## config.mk

```make
export PLATFORM = sky130hd
export DESIGN_NAME = pif_serial_link
export DESIGN_NICKNAME = d
export VERILOG_FILES = /design/src/rtl/pif_serial_link.sv
export SDC_FILE = /design/constraint.sdc
export NUM_CORES = 1
export LEC_CHECK = 0
export ABC_AREA = 1
export CAP_MARGIN = 20
export CORE_UTILIZATION = 35
export DETAILED_ROUTE_END_ITERATION = 10
export GPL_ROUTABILITY_DRIVEN = 0
export HOLD_SLACK_MARGIN = 0.02
export PLACE_DENSITY = 0.62
export RECOVER_POWER = 50
export SYNTH_ARGS = -nofsm -noshare
export SYNTH_HDL_FRONTEND = slang
export SYNTH_SLANG_ARGS = --single-unit
```

## constraint.sdc

```tcl
create_clock -name clk -period 5.6 [get_ports clk]
set_input_delay 1.12 -clock clk [delete_from_list [all_inputs] [get_ports clk]]
set_output_delay 1.12 -clock clk [all_outputs]
set_load 0.005 [all_outputs]
```

## src/rtl/pif_serial_link.sv

```systemverilog
// Serial link to a host: 1-cycle-per-bit command/data protocol that bridges
// host read/write requests (single or burst) onto a local word memory port.
module pif_serial_link #(
    parameter int ADDR_W      = 9,
    parameter int DATA_W      = 32,
    parameter int BURST_WORDS = 16,
    parameter int SYNC_STAGES = 2,
    parameter int ACK_TIMEOUT = 1023
) (
    input  logic              clk,
    input  logic              reset,
    input  logic              ser_in,
    output logic              ser_out,
    input  logic              link_disable,
    output logic [ADDR_W-1:0] mem_addr,
    output logic              mem_rd,
    input  logic [DATA_W-1:0] mem_rdata,
    output logic              mem_we,
    output logic [DATA_W-1:0] mem_wdata,
    output logic              busy,
    output logic              err_timeout,
    input  logic              err_clr
);

    localparam int CMD_W  = ADDR_W + 2;
    localparam int MAX_B  = (CMD_W > DATA_W) ? CMD_W : DATA_W;
    localparam int CNT_W  = $clog2(MAX_B + 1);
    localparam int WCNT_W = $clog2(BURST_WORDS);
    localparam int TO_W   = $clog2(ACK_TIMEOUT + 1);

    localparam logic [CNT_W-1:0]  CMD_LAST   = CNT_W'(CMD_W - 1);
    localparam logic [CNT_W-1:0]  WORD_LAST  = CNT_W'(DATA_W - 1);
    localparam logic [CNT_W-1:0]  PREFETCH   = CNT_W'(DATA_W - 3);
    localparam logic [WCNT_W-1:0] BURST_LAST = WCNT_W'(BURST_WORDS - 1);
    localparam logic [TO_W-1:0]   TO_LAST    = TO_W'(ACK_TIMEOUT - 1);

    typedef enum logic [2:0] {
        IDLE,
        CMD,
        DECODE,
        ACK,
        RD_DATA,
        WR_WAIT,
        WR_DATA
    } state_t;

    state_t state, state_next;

    logic [SYNC_STAGES-1:0] sync_q;
    logic                   s, sp;
    logic [CNT_W-1:0]       bit_cnt;
    logic [WCNT_W-1:0]      word_cnt;
    logic [TO_W-1:0]        to_cnt;
    logic [CMD_W-2:0]       cmd_sr;
    logic [CMD_W-1:0]       cmd_next;
    logic [DATA_W-1:0]      data_sr;
    logic                   is_write, is_burst;
    logic                   start_edge, cmd_done, word_done, last_word, ack_timeout;

    // Synchroniser idles high so a released reset never looks like a start edge.
    always_ff @(posedge clk or posedge reset) begin
        if (reset) begin
            sync_q <= '1;
            sp     <= 1'b1;
        end else begin
            sync_q <= {sync_q[SYNC_STAGES-2:0], ser_in};
            sp     <= s;
        end
    end

    assign s           = sync_q[SYNC_STAGES-1];
    assign start_edge  = ~s & sp;
    assign cmd_next    = {cmd_sr, s};
    assign cmd_done    = (bit_cnt == CMD_LAST);
    assign word_done   = (bit_cnt == WORD_LAST);
    assign last_word   = ~is_burst | (word_cnt == BURST_LAST);
    assign ack_timeout = (state == WR_WAIT) && !start_edge && (to_cnt == TO_LAST);

    always_ff @(posedge clk or posedge reset) begin
        if (reset) state <= IDLE;
        else       state <= state_next;
    end

    always_comb begin
        state_next = state;
        case (state)
            IDLE:    if (start_edge && !link_disable) state_next = CMD;
            CMD:     if (cmd_done) state_next = DECODE;
            DECODE:  state_next = ACK;
            ACK:     state_next = is_write ? WR_WAIT : RD_DATA;
            RD_DATA: if (word_done && last_word) state_next = IDLE;
            WR_WAIT: begin
                if (start_edge)       state_next = WR_DATA;
                else if (ack_timeout) state_next = IDLE;
            end
            WR_DATA: if (mem_we && last_word) state_next = IDLE;
            default: state_next = IDLE;
        endcase
    end

    // Address and read strobe are registered at the end of CMD so both are
    // valid together during DECODE; read data then arrives during ACK.
    always_ff @(posedge clk or posedge reset) begin
        if (reset) begin
            bit_cnt   <= '0;
            word_cnt  <= '0;
            to_cnt    <= '0;
            cmd_sr    <= '0;
            data_sr   <= '0;
            is_write  <= 1'b0;
            is_burst  <= 1'b0;
            mem_addr  <= '0;
            mem_rd    <= 1'b0;
            mem_we    <= 1'b0;
            mem_wdata <= '0;
        end else begin
            mem_rd <= 1'b0;
            mem_we <= 1'b0;
            case (state)
                IDLE: begin
                    bit_cnt  <= '0;
                    word_cnt <= '0;
                    to_cnt   <= '0;
                end
                CMD: begin
                    cmd_sr  <= cmd_next[CMD_W-2:0];
                    bit_cnt <= bit_cnt + CNT_W'(1);
                    if (cmd_done) begin
                        bit_cnt  <= '0;
                        is_write <= cmd_next[CMD_W-1];
                        is_burst <= cmd_next[CMD_W-2];
                        mem_addr <= cmd_next[ADDR_W-1:0];
                        mem_rd   <= ~cmd_next[CMD_W-1];
                    end
                end
                ACK: begin
                    data_sr  <= mem_rdata;
                    bit_cnt  <= '0;
                    word_cnt <= '0;
                    to_cnt   <= '0;
                end
                // Next word is fetched two cycles early so it can load gaplessly.
                RD_DATA: begin
                    data_sr <= {data_sr[DATA_W-2:0], 1'b1};
                    bit_cnt <= bit_cnt + CNT_W'(1);
                    if (bit_cnt == PREFETCH && !last_word) begin
                        mem_rd   <= 1'b1;
                        mem_addr <= mem_addr + ADDR_W'(1);
                    end
                    if (word_done) begin
                        bit_cnt  <= '0;
                        data_sr  <= mem_rdata;
                        word_cnt <= word_cnt + WCNT_W'(1);
                    end
                end
                WR_WAIT: begin
                    to_cnt  <= to_cnt + TO_W'(1);
                    bit_cnt <= '0;
                end
                WR_DATA: begin
                    data_sr <= {data_sr[DATA_W-2:0], s};
                    bit_cnt <= bit_cnt + CNT_W'(1);
                    if (word_done) begin
                        bit_cnt   <= '0;
                        mem_we    <= 1'b1;
                        mem_wdata <= {data_sr[DATA_W-2:0], s};
                    end
                    if (mem_we && !last_word) begin
                        word_cnt <= word_cnt + WCNT_W'(1);
                        mem_addr <= mem_addr + ADDR_W'(1);
                    end
                end
                default: ;
            endcase
        end
    end

    // A timeout in the same cycle as err_clr leaves the flag set.
    always_ff @(posedge clk or posedge reset) begin
        if (reset)            err_timeout <= 1'b0;
        else if (ack_timeout) err_timeout <= 1'b1;
        else if (err_clr)     err_timeout <= 1'b0;
    end

    always_comb begin
        ser_out = 1'b1;
        case (state)
            ACK:     ser_out = 1'b0;
            RD_DATA: ser_out = data_sr[DATA_W-1];
            default: ser_out = 1'b1;
        endcase
    end

    assign busy = (state != IDLE);

endmodule

```

Yosys cells after proc, flatten, opt, wreduce, memory -nomap -nowiden:

Cells that the tools add are included.

* bits in writable memories: 0
* bits in read-only memories: 0
* latch bits: 0
* input port bits: 37
* output and inout port bits: 46
* register bits after elaboration: 114
* memories kept: 0

* reduce and logical (&&, ||, !) cells: 26
* divide/modulo/power cells: 0
* eq/ne operators: 19
* shift operators: 0
* $add $sub $neg: 4
* $lt $le $gt $ge: 0
* $mul: 0
* bitwise logic cells: 5
* multiplexer cells: 29

Operators with widths (number)
* 32-bit one-hot mux with 3 select lines: 1
* 32-bit two-way mux: 1
* 9-bit two-way mux: 3
* 9-bit one-hot mux with 3 select lines: 1
* 3-bit one-hot mux with 7 select lines: 1
* 10-bit one-hot mux with 2 select lines: 1
* 3-bit two-way mux: 6
* 6-bit one-hot mux with 3 select lines: 1
* 3-bit nonzero test: 5
* 2-bit != test (second input constant): 7
* 6-bit by 5-bit == test with 1-bit output (second input constant): 2
* 6-bit two-way mux: 2
* 4-bit one-hot mux with 3 select lines: 1
* 10-bit by 1-bit adder with 10-bit output (second input constant): 1
* 10-bit == test (second input constant): 1
* 9-bit by 1-bit adder with 9-bit output (second input constant): 1
* 3-bit == test (second input constant): 3
* 4-bit two-way mux: 2
* 1-bit logical AND: 7
* 1-bit two-way mux: 7
* 6-bit by 1-bit adder with 6-bit output (second input constant): 1
* 3-bit by 2-bit == test with 1-bit output (second input constant): 2
* 6-bit by 4-bit == test with 1-bit output (second input constant): 1
* 5-bit AND reduction: 1
* 16 further kinds: 24

Logic depth before layout (Yosys ltp):

Gate-level depths: netlist of the first run.

* word-level depth: 8
* gate-level depth with buffers: 11
* gate-level depth less buffers: 11

Worst setup path after synthesis of the first run:

OpenSTA, ideal clock, no wires.

* path type: reg2out
* start point: reg state[0]
* end point: out ser_out
* arrival time: 0.937 ns
* stages on the path, launching flop included: 7
* path buffers: 0
* path slack: 3.543 ns
* cell sequence: dfrtp_1 > inv_2 > nand2_1 > nor2_2 > inv_1 > nor2_1 > nor2_1

* word-level cells in the longest chain between the ends: 2

Ends and longest elaborated chain
* from (decl): RTL line 47 `state_t state, state_next;`
* from (signal assigned): RTL line 81 `else state <= state_next;`
* 3-bit == test / 3-bit by 2-bit == test with 1-bit output (equally long branches): RTL line 187 `case (state)`
* 1-bit one-hot mux with 2 select lines *: RTL line 187
* to (decl): RTL line 13 `output logic ser_out,`

Mark *: on every way between the ends. The rest lies on a longest branch, timed or not.

Worst setup path after layout of the first run:

* start point: reg state[0]
* end point: reg data_sr[4]

* word-level cells in the longest chain between the ends: 2

Ends and longest elaborated chain
* 3-bit == test / 3-bit by 2-bit == test with 1-bit output (equally long branches): RTL line 119 `case (state)`
* 32-bit one-hot mux with 3 select lines / 3-bit nonzero test (equally long branches)
* to (signal assigned): RTL line 137 `data_sr <= mem_rdata;`
* to (signal assigned): RTL line 144 `data_sr <= {data_sr[DATA_W-2:0], 1'b1};`
* to (signal assigned): RTL line 152 `data_sr <= mem_rdata;`
* to (decl): RTL line 56 `logic [DATA_W-1:0] data_sr;`

Parallel ways exist; a longest one is shown, timed or not.
A chain may end at the register's enable or synchronous reset.

==> reports/metrics.csv, run 1 <==
stage,metric,value,unit
final_layout,mostFrequentLayoutCell,nand2_1,
timing,finalHoldViolCount,0,
logic_synthesis,ys_ff_latch,114,
timing,setup_violations,0,
route,vias,4772,
clocking,cts_hold_buffers,0,
floorplanning,core-area,15400,sq um
grt,overflow,0,
status,violations,"max-capacitance violations, max-slew violations",
grt,grt_antenna_before_repair,1,
clocking,cts_buffers,17,
timing,fmax,289,MHz
grt,gr-usage-all-layers,16.9,%
status,status,"finished, violations left",
logic_synthesis,synth_cell_types,33,
timing,slew_viol_final,40,
timing,post-route-period-util,61.8,%
clocking,clkLatencyLatePin,0.42,ns
route,routed_wl,13.1,mm
critical_path,r2r_end,data_sr[4],
final_layout,final_cells,1037,
logic_synthesis,ys_seq_area_share,50.9,%
route,drt_iter0_markers,380,
placement,numPlacedInstances,1005,
timing,tightest_slew,1.75,ns
placement,hpwl,8.72,mm
critical_path,r2r_setup_slack,2.14,ns
clocking,post_cts_buffers,0,
route,drc,0,
route,routedWlPerCell,12.6,um
final_layout,antennaDiodeCount,0,
worst_hold_path,holdCritStartpoint,sync_q[0],
timing,rsz0062_at_grt,no,
logic_synthesis,ys.flop_type,dfrtp_1,
clocking,clk_pin_slew,0.06,ns
logic_synthesis,avgSynthCellArea,7.67,sq um
logic_synthesis,synth_edf_count,0,
critical_path,cp-start-kind,flip-flop,
floorplanning,start_util,36.3,%
logic_synthesis,syn_area,5610,sq um
final_layout,area_growth,27.0,%
floorplanning,boundaryPins,83,
grt,grt_pass1_wl,21.9,mm
timing,fin_crit,3.46,ns
critical_path,required,5.90,ns
route,vias_per_cell,4.60,
clocking,clockBufferDepth,2,
critical_path,r2r-start,state[0],
power_and_ir_drop,p_leak,3.48,nW
final_layout,layout.nets,858,
final_layout,drive_above_1_share,6.30,%
critical_path,worstSetupEndpointType,flip-flop,
critical_path,arrival,3.76,ns
route,drt_first_pass_iters,4,
critical_path,worstSetupPathType,reg -> reg,
timing,fin_setup_tns,0,ns
logic_synthesis,synth_nets,775,
floorplanning,dieArea,16500,sq um
power_and_ir_drop,finalPower,3.19,mW
clocking,cts.sinks,114,
power_and_ir_drop,irDropWorstVdd,0.000236,V
job,cap_viol_max_count,1,
clocking,ctsResizeCount,0,
floorplanning,dieHeight,129,um
timing,slew_headroom,-17.1,%
power_and_ir_drop,power_density,448,nW/um^2
clocking,h-tree-depth,4,
placement,portBuffers,82,
worst_hold_path,hold_depth,0,
critical_path,reg2reg_depth,7,
timing,clock_skew,0.0189,ns
route,drtAntennaViolNets,0,
worst_hold_path,worstHoldPathType,reg -> reg,
logic_synthesis,synthArstFlopShare,100,%
final_layout,final_cell_mix,"nand2_1, dfrtp_1, nor2_1, inv_1, clkdlybuf4s50_1",
clocking,cts_tree,done,
critical_path,timing.critical_path.fanout_max,35,
grt,grt_pass1_vias,4532,
floorplanning,dieWidth,129,um
worst_hold_path,min_delay_worst_endpoint,sync_q[1],
clocking,cts_root_buf,clkbuf_16,
floorplanning,rows,45,
logic_synthesis,synthCells,731,
grt,grt_max_degree,40,
logic_synthesis,synth_warnings,0,
## kinds of logic (layout without fill, tap and decap cells)
group           count (synthesis)  in the layout  share of synthesized area, %
simple gates                  411            411                          30.1
buf+inv                       109            204                          7.94
fa+ha+maj                       7              7                          1.56
xor+xnor                        2              2                         0.312
compound gates                 88             88                          9.17
flops                         114            114                          50.9
## layout make-up
| cell class | count | area, sq um |
|---|---|---|
| Multi-Input combinational cell | 508 | 2250 |
| Clock buffer | 18 | 439 |
| Timing Repair Buffer | 87 | 875 |
| Sequential cell | 114 | 2860 |
| Fill cell | 1585 | 8300 |
| Tap cell | 211 | 264 |
| Clock inverter | 13 | 113 |
| Inverter | 86 | 324 |
## cells in the mapped netlist (7+ instances only)
| library cell | n | share of area (%) |
|---|---|---|
| inv_2 | 9 | 0.60 |
| nand2_1 | 268 | 18 |
| buf_2 | 16 | 1.4 |
| o22ai_1 | 30 | 3.3 |
| inv_1 | 77 | 5.2 |
| a21oi_1 | 8 | 0.71 |
| nand3_1 | 26 | 2.3 |
| nor2_1 | 87 | 5.8 |
| ha_1 | 7 | 1.6 |
| dfrtp_1 | 111 | 50 |
| o21ai_0 | 36 | 3.2 |
| nand4_1 | 7 | 0.78 |
## through the flow
| step | hold slack [ns] | setup slack (ns) | instance area [sq um] | util [%] |
|---|---|---|---|---|
| CTS | 0.356 | 2.57 | 7170 | 46.5 |
| finish | 0.360 | 2.14 | 7120 | 46.2 |
| floorplan | 0.345 | 1.47 | 5610 | - |
| global route | 0.368 | 1.69 | 7120 | 46.2 |
| detailed placement | 0.348 | 3.00 | 6620 | 42.9 |
| global placement | 0.347 | 3.01 | 6590 | 42.7 |
## power by group
group	total [mW]	internal [mW]	switching [mW]	leakage, nW
clock network	1.01	0.617	0.394	0.268
logic	0.964	0.374	0.590	1.79
registers	1.22	1.03	0.186	1.41
## state kept, by name (all words and copies together) (netlist names), 2 cells and up
register	count
bit_cnt	6
cmd_sr	10
data_sr	32
mem_addr	9
mem_wdata	32
state	3
sync_q	2
to_cnt	10
word_cnt	4
## per-layer routing
metal  up-vias  part of all wire, %  track usage (%)  wire (um)
met2       126                   44             25.1       5710
li1       2466                    -                -          -
met1      2170                   50             24.0       6490
met3         8                  5.9             5.28        778
met5         -                0.092                0         12
met4         2                 0.75             3.67         98
## critical path, stage by stage, from the launching register on
cell	delay (ns)
dfrtp_1	0.43
inv_1	0.12
nand2_1	0.38
nand2_1	0.98
clkbuf_1	1.00
nand2_1	0.16
o22ai_1	0.19
nor2_1	0.07
## how the worst max path moves through the flow
stage | from | end | slack [ns] | cells past startpoint
global placement | state[2] | ser_out | 3.01 | 5
CTS | state[2] | ser_out | 2.57 | 5
detailed placement | state[2] | ser_out | 3.00 | 6
finish | state[0] | data_sr[4] | 2.14 | 7
floorplan | reset | bit_cnt[0] | 1.47 | 1
global route | state[0] | data_sr[4] | 1.69 | 7
Note: power is estimated with default switching activity, not from simulation.
==> inputs of run 2 (changes only) <==
- clock period: 5.6 -> 3.2 ns (I/O delays scaled with it)
==> run 2 against run 1 <==
  * The run still ends with max-capacitance violations, max-slew violations left
  * Core utilization grew 0.49 points
  * Critical path depth is the same
  * Clock power grew 75%
  * Critical endpoint is now ser_out
  * Clock-buffer cell count grew 5
  * Wire length shrank 0.98%
  * Via count grew 0.46%
  * Die area is the same
  * Cell area grew 1.1%
  * Combinational power grew 79%
  * Non-clock buffer count grew 3
==> reports/metrics.csv, run 2 (same netlist as run 1, synthesis figures left out) <==
stage,metric,value,unit
status,status,"finished, violations left",
status,violations,"max-capacitance violations, max-slew violations",
route,vias,4794,
clocking,cts_root_buf,clkbuf_16,
clocking,ctsResizeCount,0,
critical_path,cp-start-kind,flip-flop,
final_layout,area_growth,28.4,%
timing,post-route-period-util,81.7,%
final_layout,final_cells,1040,
final_layout,mostFrequentLayoutCell,nand2_1,
timing,fin_hold_ws,0.370,ns
critical_path,max_stage_delay,0.46,ns
timing,slew_headroom,-19.2,%
floorplanning,rows,45,
worst_hold_path,worstHoldPathType,reg -> reg,
grt,grt_pass1_vias,4506,
job,cap_viol_max_count,1,
grt,grt_antenna_before_repair,0,
final_layout,drive_above_1_share,7.36,%
critical_path,reg2reg_depth,10,
clocking,clkLatencyLatePin,0.41,ns
floorplanning,boundaryPins,83,
timing,tightest_slew,1.78,ns
critical_path,arrival,1.97,ns
clocking,cts.sinks,114,
floorplanning,core-area,15400,sq um
grt,grt_max_degree,38,
critical_path,r2r-start,state[1],
placement,portBuffers,82,
clocking,clk_pin_slew,0.05,ns
timing,fmax,383,MHz
placement,dpl_worst_slack,1.03,ns
critical_path,required,2.56,ns
clocking,cts_tree,done,
critical_path,path_cells,inv_1 > nand2_1 > nor2_2 > inv_1 > nor2_1 > nor2_1 > clkdlybuf4s50_1,
power_and_ir_drop,pwr-share-comb,30.7,%
power_and_ir_drop,power_density,783,nW/um^2
clocking,cts_hold_buffers,0,
power_and_ir_drop,p_leak,3.51,nW
timing,finalHoldViolCount,0,
timing,rsz0062_at_grt,no,
floorplanning,dieWidth,129,um
route,drc,0,
clocking,clockBufferDepth,2,
critical_path,r2r_end,mem_addr[5],
timing,setup_violations,0,
route,routed_wl,13.0,mm
final_layout,antennaDiodeCount,0,
timing,setup_ws,0.587,ns
critical_path,worstSetupPathType,reg -> out,
clocking,h-tree-depth,4,
timing,fin_setup_tns,0,ns
floorplanning,start_util,36.3,%
critical_path,worstSetupEndpointType,output pin,
critical_path,r2r_setup_slack,0.71,ns
final_layout,final_cell_mix,"nand2_1, dfrtp_1, nor2_1, clkdlybuf4s50_1, inv_1",
grt,overflow,0,
route,routedWlPerCell,12.5,um
clocking,post_cts_buffers,0,
placement,numPlacedInstances,1009,
timing,fin_crit,2.61,ns
floorplanning,dieHeight,129,um
power_and_ir_drop,pwr-share-clk,31.5,%
route,drt_first_pass_iters,5,
critical_path,critPathSlowestCell,dfrtp_1,
power_and_ir_drop,seq_power_share,37.8,%
grt,grt_pass1_wl,22.2,mm
floorplanning,dieArea,16500,sq um
route,drtAntennaViolNets,0,
critical_path,crit_path_start,state[1],
critical_path,endpoint,ser_out,
power_and_ir_drop,irDropWorstVdd,0.000461,V
timing,clock_skew,0.00900,ns
grt,gr-usage-all-layers,17.1,%
route,vias_per_cell,4.61,
power_and_ir_drop,switching_share,36.1,%
critical_path,timing.critical_path.fanout_max,6,
final_layout,num-fill-cells,1566,
power_and_ir_drop,p_int,3.60,mW
timing,slew_viol_final,36,
power_and_ir_drop,p_sw,2.03,mW
final_layout,layout.nets,861,
placement,hpwl,8.90,mm
final_layout,top_regs,"data_sr (32), mem_wdata (32)",
clocking,cts_buffers,17,
route,drt_iter0_markers,294,
==> run 2: changes by cell type in the layout (fill, tap and decap cells not counted), moves of 2 or more <==
cell,delta
inv_6,-2
nand2_1,-4
clkbuf_8,+2
clkbuf_1,+3
buf_12,+3
nand2_2,+3
inv_2,+2
inv_1,-2
clkinv_2,-3
==> run 2: per-stage QoR <==
stage	area (sq um)	util [%]	power [mW]
final	7200	46.7	5.64
after global routing	7200	46.7	6.07
after CTS	7240	46.9	5.72
after detailed placement	6680	43.3	3.92
after global placement	6680	43.3	3.91
after floorplan	5610	-	3.35
==> run 2: layout make-up <==
cell class	count	area (sq um)	share of cell area [%]
Clock buffer	23	478	6.64
Clock inverter	8	80.1	1.11
Inverter	86	324	4.50
Multi-Input combinational cell	508	2280	31.7
Sequential cell	114	2860	39.7
Tap cell	211	264	3.67
Timing Repair Buffer	90	912	12.7
==> run 2: power by group through the flow <==
stage | Clock, mW | Combinational, mW | Sequential [mW]
after global placement | 0 | 1.75 | 2.16
after detailed placement | 0 | 1.76 | 2.15
after floorplan | 0 | 1.29 | 2.06
after CTS | 1.82 | 1.77 | 2.14
after global routing | 1.89 | 1.98 | 2.19
final | 1.77 | 1.73 | 2.13
==> run 2: worst min-delay path by stage <==
stage / depth (start not counted) / to / startpoint / slack, ns
after CTS: 0 / sync_q[1] / sync_q[0] / 0.36
after floorplan: 0 / sync_q[1] / sync_q[0] / 0.35
after global placement: 0 / sync_q[1] / sync_q[0] / 0.35
final: 0 / sync_q[1] / sync_q[0] / 0.37
after global routing: 0 / sync_q[1] / sync_q[0] / 0.38
after detailed placement: 0 / sync_q[1] / sync_q[0] / 0.35
==> run 2: critical path: cells and delay by family (launching register included) <==
family / cells / cell delay [ns]
buffers and inverters: 3 / 0.67
flip-flops: 1 / 0.46
AND/OR/NAND/NOR: 4 / 0.44
==> run 2: per-layer routing <==
metal / vias up / global-route usage, % / wire, um
li1: 2469 / - / -
met1: 2201 / 22.8 / 6270
met2: 118 / 27.0 / 5880
met3: 6 / 5.74 / 735
met4: 0 / 3.32 / 76
met5: - / 0 / 0
